### src/rtl/irq_ctrl_pkg.sv
// rtl/irq_ctrl_pkg.sv - shared constants and types for the button interrupt controller
package irq_ctrl_pkg;

    localparam int DEF_NUM_SRC         = 3;
    localparam int DEF_DEBOUNCE_CYCLES = 16000;

    localparam logic [4:0] OFF_STATUS  = 5'h00;
    localparam logic [4:0] OFF_PENDING = 5'h04;
    localparam logic [4:0] OFF_MASK    = 5'h08;
    localparam logic [4:0] OFF_EDGE    = 5'h0C;
    localparam logic [4:0] OFF_ACTIVE  = 5'h10;

    typedef enum logic {
        ST_IDLE  = 1'b0,
        ST_GRANT = 1'b1
    } arb_state_e;

endpackage

### src/rtl/irq_ctrl_btn_debounce.sv
// rtl/irq_ctrl_btn_debounce.sv - two-flop synchronizer plus stable-level debounce counter
module btn_debounce
    import irq_ctrl_pkg::*;
#(
    parameter int DEBOUNCE_CYCLES = DEF_DEBOUNCE_CYCLES
) (
    input  logic clk,
    input  logic resetn,
    input  logic btn_in,
    output logic level
);

    localparam int               CNT_W    = $clog2(DEBOUNCE_CYCLES + 1);
    localparam logic [CNT_W-1:0] CNT_LAST = CNT_W'(DEBOUNCE_CYCLES - 1);

    logic             sync1_q, sync2_q;
    logic             level_q, level_d;
    logic [CNT_W-1:0] cnt_q, cnt_d;

    // The counter only runs while the synchronized input disagrees with the accepted level.
    always_comb begin
        level_d = level_q;
        cnt_d   = '0;
        if (sync2_q != level_q) begin
            if (cnt_q == CNT_LAST) begin
                level_d = sync2_q;
            end else begin
                cnt_d = cnt_q + CNT_W'(1);
            end
        end
    end

    always_ff @(posedge clk or negedge resetn) begin
        if (!resetn) begin
            sync1_q <= 1'b0;
            sync2_q <= 1'b0;
            level_q <= 1'b0;
            cnt_q   <= '0;
        end else begin
            sync1_q <= btn_in;
            sync2_q <= sync1_q;
            level_q <= level_d;
            cnt_q   <= cnt_d;
        end
    end

    assign level = level_q;

endmodule

### src/rtl/irq_ctrl.sv
// rtl/irq_ctrl.sv - memory-mapped button interrupt controller with fixed-priority arbiter
module irq_ctrl
    import irq_ctrl_pkg::*;
#(
    parameter int          NUM_SRC         = DEF_NUM_SRC,
    parameter int          DEBOUNCE_CYCLES = DEF_DEBOUNCE_CYCLES,
    parameter logic [31:0] BASE_ADDR       = 32'h0300_0000
) (
    input  logic               clk,
    input  logic               resetn,
    input  logic [NUM_SRC-1:0] btn_in,
    input  logic               mem_valid,
    input  logic [31:0]        mem_addr,
    input  logic [31:0]        mem_wdata,
    input  logic [3:0]         mem_wstrb,
    output logic               mem_ready,
    output logic [31:0]        mem_rdata,
    output logic [NUM_SRC-1:0] irq_n
);

    localparam int IDX_W = (NUM_SRC > 1) ? $clog2(NUM_SRC) : 1;

    logic [NUM_SRC-1:0] level;
    logic [NUM_SRC-1:0] level_prev_q, level_prev_d;
    logic [NUM_SRC-1:0] edge_hit;
    logic [NUM_SRC-1:0] pend_q, pend_d;
    logic [NUM_SRC-1:0] mask_q, mask_d;
    logic [NUM_SRC-1:0] esel_q, esel_d;
    logic [NUM_SRC-1:0] irq_n_q, irq_n_d;
    logic [NUM_SRC-1:0] active;
    logic [NUM_SRC-1:0] req_vec;
    logic [NUM_SRC-1:0] wbits;
    logic [IDX_W-1:0]   grant_q, grant_d;
    logic [IDX_W-1:0]   lowest;
    arb_state_e         state_q, state_d;

    logic               mem_ready_q, mem_ready_d;
    logic               acked_q, acked_d;
    logic [31:0]        rdata_q, rdata_d;
    logic [31:0]        rd_val;
    logic [4:0]         off;
    logic               in_win, req, wr_en;
    logic               unused_wdata;

    for (genvar g = 0; g < NUM_SRC; g++) begin : g_deb
        btn_debounce #(
            .DEBOUNCE_CYCLES(DEBOUNCE_CYCLES)
        ) u_deb (
            .clk    (clk),
            .resetn (resetn),
            .btn_in (btn_in[g]),
            .level  (level[g])
        );
    end

    assign level_prev_d = level;

    always_comb begin
        edge_hit = '0;
        for (int i = 0; i < NUM_SRC; i++) begin
            edge_hit[i] = esel_q[i] ? (level_prev_q[i] & ~level[i])
                                    : (~level_prev_q[i] & level[i]);
        end
    end

    // acked_q holds off a second acknowledge while the CPU keeps mem_valid up.
    assign in_win       = (mem_addr[31:5] == BASE_ADDR[31:5]);
    assign req          = mem_valid && in_win && !mem_ready_q && !acked_q;
    assign wr_en        = req && mem_wstrb[0];
    assign off          = mem_addr[4:0];
    assign wbits        = mem_wdata[NUM_SRC-1:0];
    assign unused_wdata = ^mem_wdata[31:NUM_SRC];

    always_comb begin
        active = '0;
        for (int i = 0; i < NUM_SRC; i++) begin
            active[i] = (state_q == ST_GRANT) && (grant_q == IDX_W'(i));
        end
    end

    always_comb begin
        rd_val = '0;
        case (off)
            OFF_STATUS:  rd_val[NUM_SRC-1:0] = level;
            OFF_PENDING: rd_val[NUM_SRC-1:0] = pend_q;
            OFF_MASK:    rd_val[NUM_SRC-1:0] = mask_q;
            OFF_EDGE:    rd_val[NUM_SRC-1:0] = esel_q;
            OFF_ACTIVE:  rd_val[NUM_SRC-1:0] = active;
            default:     rd_val = '0;
        endcase
    end

    always_comb begin
        mem_ready_d = req;
        acked_d     = mem_valid && (acked_q || req);
        rdata_d     = (req && (mem_wstrb == 4'b0000)) ? rd_val : '0;
    end

    // Edge set is OR-ed in after the clear so a simultaneous new edge survives the W1C.
    always_comb begin
        mask_d = mask_q;
        esel_d = esel_q;
        pend_d = pend_q;
        if (wr_en) begin
            case (off)
                OFF_MASK:    mask_d = wbits;
                OFF_EDGE:    esel_d = wbits;
                OFF_PENDING: pend_d = pend_q & ~wbits;
                default:     ;
            endcase
        end
        pend_d = pend_d | edge_hit;
    end

    always_comb begin
        req_vec = pend_q & mask_q;
        lowest  = '0;
        for (int i = NUM_SRC - 1; i >= 0; i--) begin
            if (req_vec[i]) begin
                lowest = IDX_W'(i);
            end
        end
    end

    always_comb begin
        state_d = state_q;
        grant_d = grant_q;
        irq_n_d = irq_n_q;
        case (state_q)
            ST_IDLE: begin
                if (|req_vec) begin
                    state_d         = ST_GRANT;
                    grant_d         = lowest;
                    irq_n_d         = '1;
                    irq_n_d[lowest] = 1'b0;
                end
            end
            ST_GRANT: begin
                if (!pend_q[grant_q] || !mask_q[grant_q]) begin
                    state_d = ST_IDLE;
                    irq_n_d = '1;
                end
            end
        endcase
    end

    always_ff @(posedge clk or negedge resetn) begin
        if (!resetn) begin
            level_prev_q <= '0;
            pend_q       <= '0;
            mask_q       <= '0;
            esel_q       <= '0;
            irq_n_q      <= '1;
            grant_q      <= '0;
            state_q      <= ST_IDLE;
            mem_ready_q  <= 1'b0;
            acked_q      <= 1'b0;
            rdata_q      <= '0;
        end else begin
            level_prev_q <= level_prev_d;
            pend_q       <= pend_d;
            mask_q       <= mask_d;
            esel_q       <= esel_d;
            irq_n_q      <= irq_n_d;
            grant_q      <= grant_d;
            state_q      <= state_d;
            mem_ready_q  <= mem_ready_d;
            acked_q      <= acked_d;
            rdata_q      <= rdata_d;
        end
    end

    assign mem_ready = mem_ready_q;
    assign mem_rdata = rdata_q;
    assign irq_n     = irq_n_q;

endmodule
### config.mk
export PLATFORM = sky130hd
export DESIGN_NAME = irq_ctrl
export DESIGN_NICKNAME = d
export VERILOG_FILES = /design/src/rtl/irq_ctrl_pkg.sv /design/src/rtl/irq_ctrl_btn_debounce.sv /design/src/rtl/irq_ctrl.sv
export SDC_FILE = /design/constraint.sdc
export NUM_CORES = 1
export LEC_CHECK = 0
export BUFFER_PORTS_ARGS = -buffer_cell sky130_fd_sc_hd__buf_4
export CORE_MARGIN = 4
export CORE_UTILIZATION = 54
export CTS_BUF_LIST = sky130_fd_sc_hd__clkbuf_8
export CTS_CLUSTER_SIZE = 28
export DETAILED_ROUTE_END_ITERATION = 7
export GPL_ROUTABILITY_DRIVEN = 0
export GPL_TIMING_DRIVEN = 0
export PLACE_DENSITY = 0.82
export SETUP_SLACK_MARGIN = 0.05
export SYNTH_ARGS = -nofsm -noshare
export SYNTH_HDL_FRONTEND = slang
export SYNTH_SLANG_ARGS = --single-unit
### constraint.sdc
create_clock -name clk -period 2.3 [get_ports clk]
set_input_delay 0.23 -clock clk [delete_from_list [all_inputs] [get_ports clk]]
set_output_delay 0.23 -clock clk [all_outputs]
set_load 0.005 [all_outputs]
==> summary.txt, run 1 <==
GRT
  – Routing usage on met2: 31.7%
  – GRT Residual Overflow: 0
  – Largest net degree at the start of global routing: 75
  – Initial antenna violation count: 0
  – Global route hottest layer: met2
  – First-pass GRT wire length: between 10000 and 15000 um
  – Tot GR Track Use: 18.9%
  – Vias in the first global route: between 2000 and 3000
  – Met1 usage: 22.9%
  – Routing usage on met3: 6.42%

Logic synthesis
  – Dominant synthesized flop cell: dfrtp_1
  – Seq/Total Area, Yosys: 47.7%
  – Post-synth top area share: 45.6%
  – Netlist Area Pre-Place: 3890 um^2
  – Netlist cell types: slightly below 50
  – Mux cell area share after synthesis: 3.89%
  – Adder-Cell Fraction of Synth Area: less than 1%
  – Post-synthesis compound-gate area fraction: 6.23%
  – Count leader, synth: dfrtp_1
  – Area contributors post-synth: dfrtp_1 (46%), buf_4 (5.6%), xnor2_1 (4.9%), nor2_1 (4.8%), xor2_1 (2.7%)
  – Post-synth EDFFs: 0
  – Asr flop ratio synth: between 90% and 100%
  – Top cells by count, synth: dfrtp_1 (71), nor2_1 (50), buf_4 (29)
  – Synth warnings: 0
  – Biggest area consumer among synthesized cells: dfrtp_1
  – Xor and xnor area share after synthesis: 7.65%
  – Post-Synth Simple-Gate Area: 26.2%
  – Largest family of logic cells by synthesized area: simple AND/OR/NAND/NOR gates
  – Synth Instances: between 300 and 400
  – Flops & latches, synth: 74
  – Avg Inst Size Synth: 10.3 um^2

Die
  – Top Ports: between 100 and 150
  – Die area: 8630 um^2
  – Core area: 6910 um^2
  – Initial Util: 56.4%
  – Placement row count: 30
  – Die Width: 92.9 um
  – Die height: 92.9 um

Clock tree
  – H-tree lvl count: 3
  – CTS resizes: 0
  – Total clock sinks: 74
  – TritonCTS clock tree: yes
  – Post-CTS setup buffer count: 0
  – Cts bufs inserted: 9
  – Clock slew at reported path FFs: 0.08 ns
  – Max clock buf depth: 2
  – Root cell of the clock tree: clkbuf_8
  – Clk Latency, worst-skew pair: 0.35 ns

STA
  – Final Setup Violations: 0
  – Clk_skew: 0.0104 ns
  – Setup Total Neg Slack: 0 ns
  – Period utilization: a little over four fifths
  – Hold WS: around 0.0047 ns
  – Least-Margin Pin Slew: 0.894 ns
  – Final Worst Setup Slack: 0.371 ns
  – Fmax: 518 MHz
  – Unrepaired setup endpoints after global routing: false
  – Final Slew Violations: 0
  – Final worst path period need: 1.93 ns
  – Final Hold Vio Count: 0
  – Slew HR: between 40% and 50%

Placed design
  – Port-buffer cells: 50
  – Post-Place Cells: 551
  – DP Wirelength: 5740 um
  – Pre-CTS setup slack: 0.371 ns

Layout
  – Area Growth Syn to Fin: 22.0%
  – Layout cell share with drive strength beyond 1: 27.0%
  – Inserted Diodes: 0
  – Nets: approximately 550
  – Non-filler cells, final: 570
  – Largest register FFs: 42
  – Top reg by flops: g_deb.u_deb.cnt_q

Worst setup path
  – Worst-path fanout max: 10
  – CP Class: reg -> reg
  – Critical Path RT: 2.53 ns
  – Critical path endpoint category: flop
  – CP arrival: 2.16 ns
  – Startpoint types: flop

Drt
  – Post-route ant nets: 0
  – WL per Instance: 13.9 um
  – Total Wirelength: 7920 um
  – First-pass DRT Iterations: 4
  – DRC violations left: 0
  – Via-per-instance ratio: 5.30
  – Initial DRC count: 204
  – Detailed-route via count: between 3000 and 4000

Power
  – Worst vdd ir: 418 uV
  – Total chip power: 0.00269 W
  – PD cells: between 500 and 600 nW/um^2
  – Net Sw Power: just over 0.0006 W
  – Switch share: 22.9%
  – Int Pwr: 0.00207 W
  – Comb pwr share: 8.1%
  – Leakage power: 2.17 nW
  – Flop pwr share: between 40% and 50%
  – Clock power frac: 42.2%

Worst hold path
  – HP Class: in -> async

Job
  – Maxcap violations: 0

Outcome
  – Status: complete, no violations
[routing by layer]
| layer | up-vias | routed length (um) |
|---|---|---|
| met3 | 6 | 727 |
| met5 | - | 0 |
| met2 | 100 | 3850 |
| met4 | 0 | 71 |
| met1 | 1442 | 3280 |
| li1 | 1472 | - |
[power groups by stage]
stage          Sequential [W]  Combinational [W]  Clock (W)
3_3_place_gp          0.00136           0.000210          0
3_5_place_dp          0.00136           0.000214          0
4_1_cts               0.00134           0.000218    0.00115
5_1_grt               0.00134           0.000244    0.00121
2_1_floorplan         0.00136           0.000106          0
6_report              0.00134           0.000218    0.00113
[final cells by class]
class | instances | area (um^2)
Fill cell | 534 | 2150
Buffer | 34 | 241
Clock buffer | 10 | 138
Clock inverter | 6 | 90.1
Sequential cell | 74 | 1860
Inverter | 12 | 45.0
Tap cell | 96 | 120
Multi-Input combinational cell | 285 | 1860
Timing Repair Buffer | 53 | 405
[what timing repair did]
item	4_1_cts	5_1_grt
hold endpoints to repair	3	0
setup endpoints to repair	0	0
hold buffers	3	0
[worst paths after layout]
path	startpoint	to	slack (ns)	cells past startpoint
hold reg to reg	g_deb[2].u_deb.sync1_q	g_deb[2].u_deb.sync2_q	0.35	0
min in group clk	mem_valid	acked_q	0.11	2
setup / recovery	g_deb[0].u_deb.cnt_q[0]	g_deb[0].u_deb.cnt_q[5]	0.37	6
setup reg to reg	g_deb[0].u_deb.cnt_q[0]	g_deb[0].u_deb.cnt_q[5]	0.37	6
max in group asynchronous	resetn	g_deb[1].u_deb.cnt_q[12]	1.72	1
hold / removal	resetn	g_deb[0].u_deb.cnt_q[0]	0.005	1
[layout by cell type, fill, tap and decap left out, drive strengths merged, types with 2 or more instances in the layout]
cell type,Yosys,final
nor4,21,21
clkinv,0,3
dlygate4sd3,0,3
bufinv,0,2
o21a,2,2
mux2,9,9
nand2,20,20
o21ai,12,12
nor3b,2,2
nand4,17,17
or2,3,3
o2bb2ai,2,2
buf,33,83
nor4b,7,7
nand2b,2,2
xor2,12,12
conb,1,29
or3,5,5
clkbuf,1,11
xnor2,22,22
mux2i,5,5
nor2,50,50
o31ai,2,2
ha,3,3
inv,12,12
a222oi,3,3
dfrtp,71,71
a21oi,11,11
dfstp,3,3
nand3,15,15
nand3b,3,3
nor2b,5,5
nor3,6,6
or3b,2,2
and4,4,4
or4,2,2
a2bb2oi,2,2
[kinds of logic after synthesis]
family,count (synthesis)
adder cells (fa/ha/maj),3
XOR/XNOR,34
multiplexers,14
flip-flops,74
AO/OA/AOI/OAI,38
buffers and inverters,46
other,1
AND/OR/NAND/NOR,167
[metrics by stage]
stage / util (%) / area, um^2
finish: 68.8 / 4750
global route: 68.8 / 4750
CTS: 68.8 / 4750
detailed placement: 65.1 / 4490
global placement: 65.1 / 4490
floorplan: - / 4000
[worst max-delay path, cell delays in order, from the launching register on]
cell and delay, ns:
dfrtp_1 0.41, ha_1 0.25, nand4_1 0.20, nor4_1 0.43, or2_2 0.22, buf_2 0.22, nor2_1 0.07
Power figures use the tool's default switching activity.
==> run 2, diff against run 1 <==
CORE_UTILIZATION = 49   (was 54)
PLACE_DENSITY = 0.79   (was 0.82)
clock period = 1.7 ns   (was 2.3 ns; I/O delays follow)
==> run 2 against run 1 <==
Effect of this change: the run now ends with setup timing left; worst setup slack worse by 0.44 ns; wire length up 6.3%; flip-flop and latch count unchanged; die area up 9.3%; via count up 2.5%; non-clock buffer count up 19; sequential power up 35%; largest cell class unchanged; highest routed layer unchanged.
==> summary.txt, run 2 (same netlist as run 1, synthesis figures left out) <==
Outcome
  – Status: finished, violations left
  – Failing checks: setup timing

Drt
  – Detailed-route via count: between 3000 and 4000
  – WL per Instance: 14.2 um
  – Total Wirelength: around 8400 um
  – Post-route ant nets: 0
  – Initial DRC count: between 100 and 150
  – DRC violations left: 0
  – First-pass DRT Iterations: 4
  – Via-per-instance ratio: 5.20

STA
  – Period utilization: 104%
  – Final Setup Violations: 6
  – Least-Margin Pin Slew: 0.898 ns
  – Unrepaired setup endpoints after global routing: true
  – Final Slew Violations: 0
  – Slew HR: 40.2%
  – Final Worst Setup Slack: -0.0674 ns
  – Final Hold Vio Count: 0
  – Final worst path period need: between 1.5 and 2 ns
  – Fmax: roughly 570 MHz
  – Setup Total Neg Slack: -0.259 ns
  – Clk_skew: 0.0159 ns

Worst hold path
  – HP Class: in -> reg
  – Worst hold start: mem_wdata[2]

Clock tree
  – Clock slew at reported path FFs: around 0.080 ns
  – TritonCTS clock tree: yes
  – H-tree lvl count: 3
  – Cts bufs inserted: 9
  – Max clock buf depth: 2
  – Clk Latency, worst-skew pair: 0.35 ns
  – Total clock sinks: 74
  – Root cell of the clock tree: clkbuf_8

Power
  – PD cells: approximately 720 nW/um^2
  – Leakage power: approximately 2.3 nW
  – Worst vdd ir: 691 uV

Worst setup path
  – Critical path endpoint category: flop
  – CP arrival: 2.00 ns
  – R2r setup slk: -0.07 ns
  – Worst-path fanout max: 3
  – Startpoint types: flop
  – Critical path launch point: mem_ready
  – CP Class: reg -> reg
  – Slowest cell on crit path: dfrtp_1
  – CP Cell Sequence: nor4b_4 > nand4_2 > buf_6 > nor4_4 > mux2_1
  – Critical Path Max Stage Delay: 0.41 ns
  – Critical Path RT: 1.94 ns
  – Crit Reg-Reg Startpoint: mem_ready

Die
  – Core area: between 7000 and 8000 um^2
  – Top Ports: 110
  – Die Width: 97.1 um
  – Initial Util: 50.4%
  – Placement row count: 32
  – Die height: 97.1 um
  – Die area: 9440 um^2

GRT
  – Initial antenna violation count: 0
  – GRT Residual Overflow: 0
  – Vias in the first global route: 3045
  – Tot GR Track Use: 17.7%
  – First-pass GRT wire length: between 10000 and 15000 um
  – Largest net degree at the start of global routing: 75

Layout
  – Largest register FFs: 42
  – Final instance area: 5090 um^2
  – Area Growth Syn to Fin: 30.8%
  – Fillers: 585
  – Most common cell after layout, fill and taps aside: buf_4
  – Nets: 565
  – Inserted Diodes: 0
  – Most frequent cells in the layout: buf_4 (97), dfrtp_1 (65), nor2_1 (49)
  – Final core area utilization: 65.9%
  – Top reg by flops: g_deb.u_deb.cnt_q
  – Layout cell share with drive strength beyond 1: 33.9%

Placed design
  – DP Wirelength: 5620 um
  – Placed instance area: 4500 um^2
  – Port-buffer cells: 50

Job
  – Maxcap violations: 0
run 2: final timing paths:
check                      cells past startpoint                 endpoint
max                                            5                esel_q[1]
min                                            2                esel_q[2]
max reg2reg                                    5                esel_q[1]
min reg2reg                                    0   g_deb[1].u_deb.sync2_q
max in group asynchronous                      2  g_deb[0].u_deb.cnt_q[3]
min in group asynchronous                      2  g_deb[1].u_deb.cnt_q[4]
run 2: layout make-up:
class                   instances  area, um^2  share of cell area (%)
clock buffers                  10         138                    2.70
multi-input cells             285        2020                    39.7
inverters                      12        45.0                   0.884
well taps                     102         128                    2.50
clock inverters                 6        82.6                    1.62
plain buffers                  34         260                    5.11
repair buffers                 72         554                    10.9
flip-flops and latches         74        1860                    36.6
run 2: stage by stage:
| step | hold WS [ns] | instances | setup slack (ns) | total power (W) |
|---|---|---|---|---|
| after floorplan | -0.126 | 405 | 0.0801 | 0.00198 |
| after global placement | 0.281 | 557 | -0.169 | 0.00212 |
| after detailed placement | 0.281 | 557 | -0.240 | 0.00213 |
| after CTS | 0.0517 | 588 | -0.0113 | 0.00366 |
| after global routing | 0.0526 | 595 | -0.145 | 0.00380 |
| final | 0.0573 | 595 | -0.0674 | 0.00367 |
run 2: power breakdown:
group / switching, W / leakage [nW] / internal [W]
clock network: 0.000673 / 0.117 / 0.000859
logic: 0.000153 / 1.25 / 0.000173
registers: 0.0000254 / 0.977 / 0.00178
run 2: metal layers:
layer / up-vias / GRT usage, % / part of all wire [%]
met1: 1484 / 22.1 / 43
met2: 93 / 29.3 / 49
li1: 1502 / - / -
met4: 0 / 5.94 / 1.6
met5: - / 0 / 0
met3: 17 / 5.17 / 6.5
run 2: repair_timing:
item	CTS	global route
gates cloned	0	0
setup endpoints to repair	44	47
hold buffers	4	0
pin swaps	7	7
setup buffers	11	7
resized for setup	23	22
hold endpoints to repair	73	0
run 2: critical path: cells and delay by family, from the launching register on:
kind	cells	cell delay (ns)
muxes	1	0.36
buffers and inverters	1	0.19
DFF	1	0.41
and+or+nand+nor	3	0.69
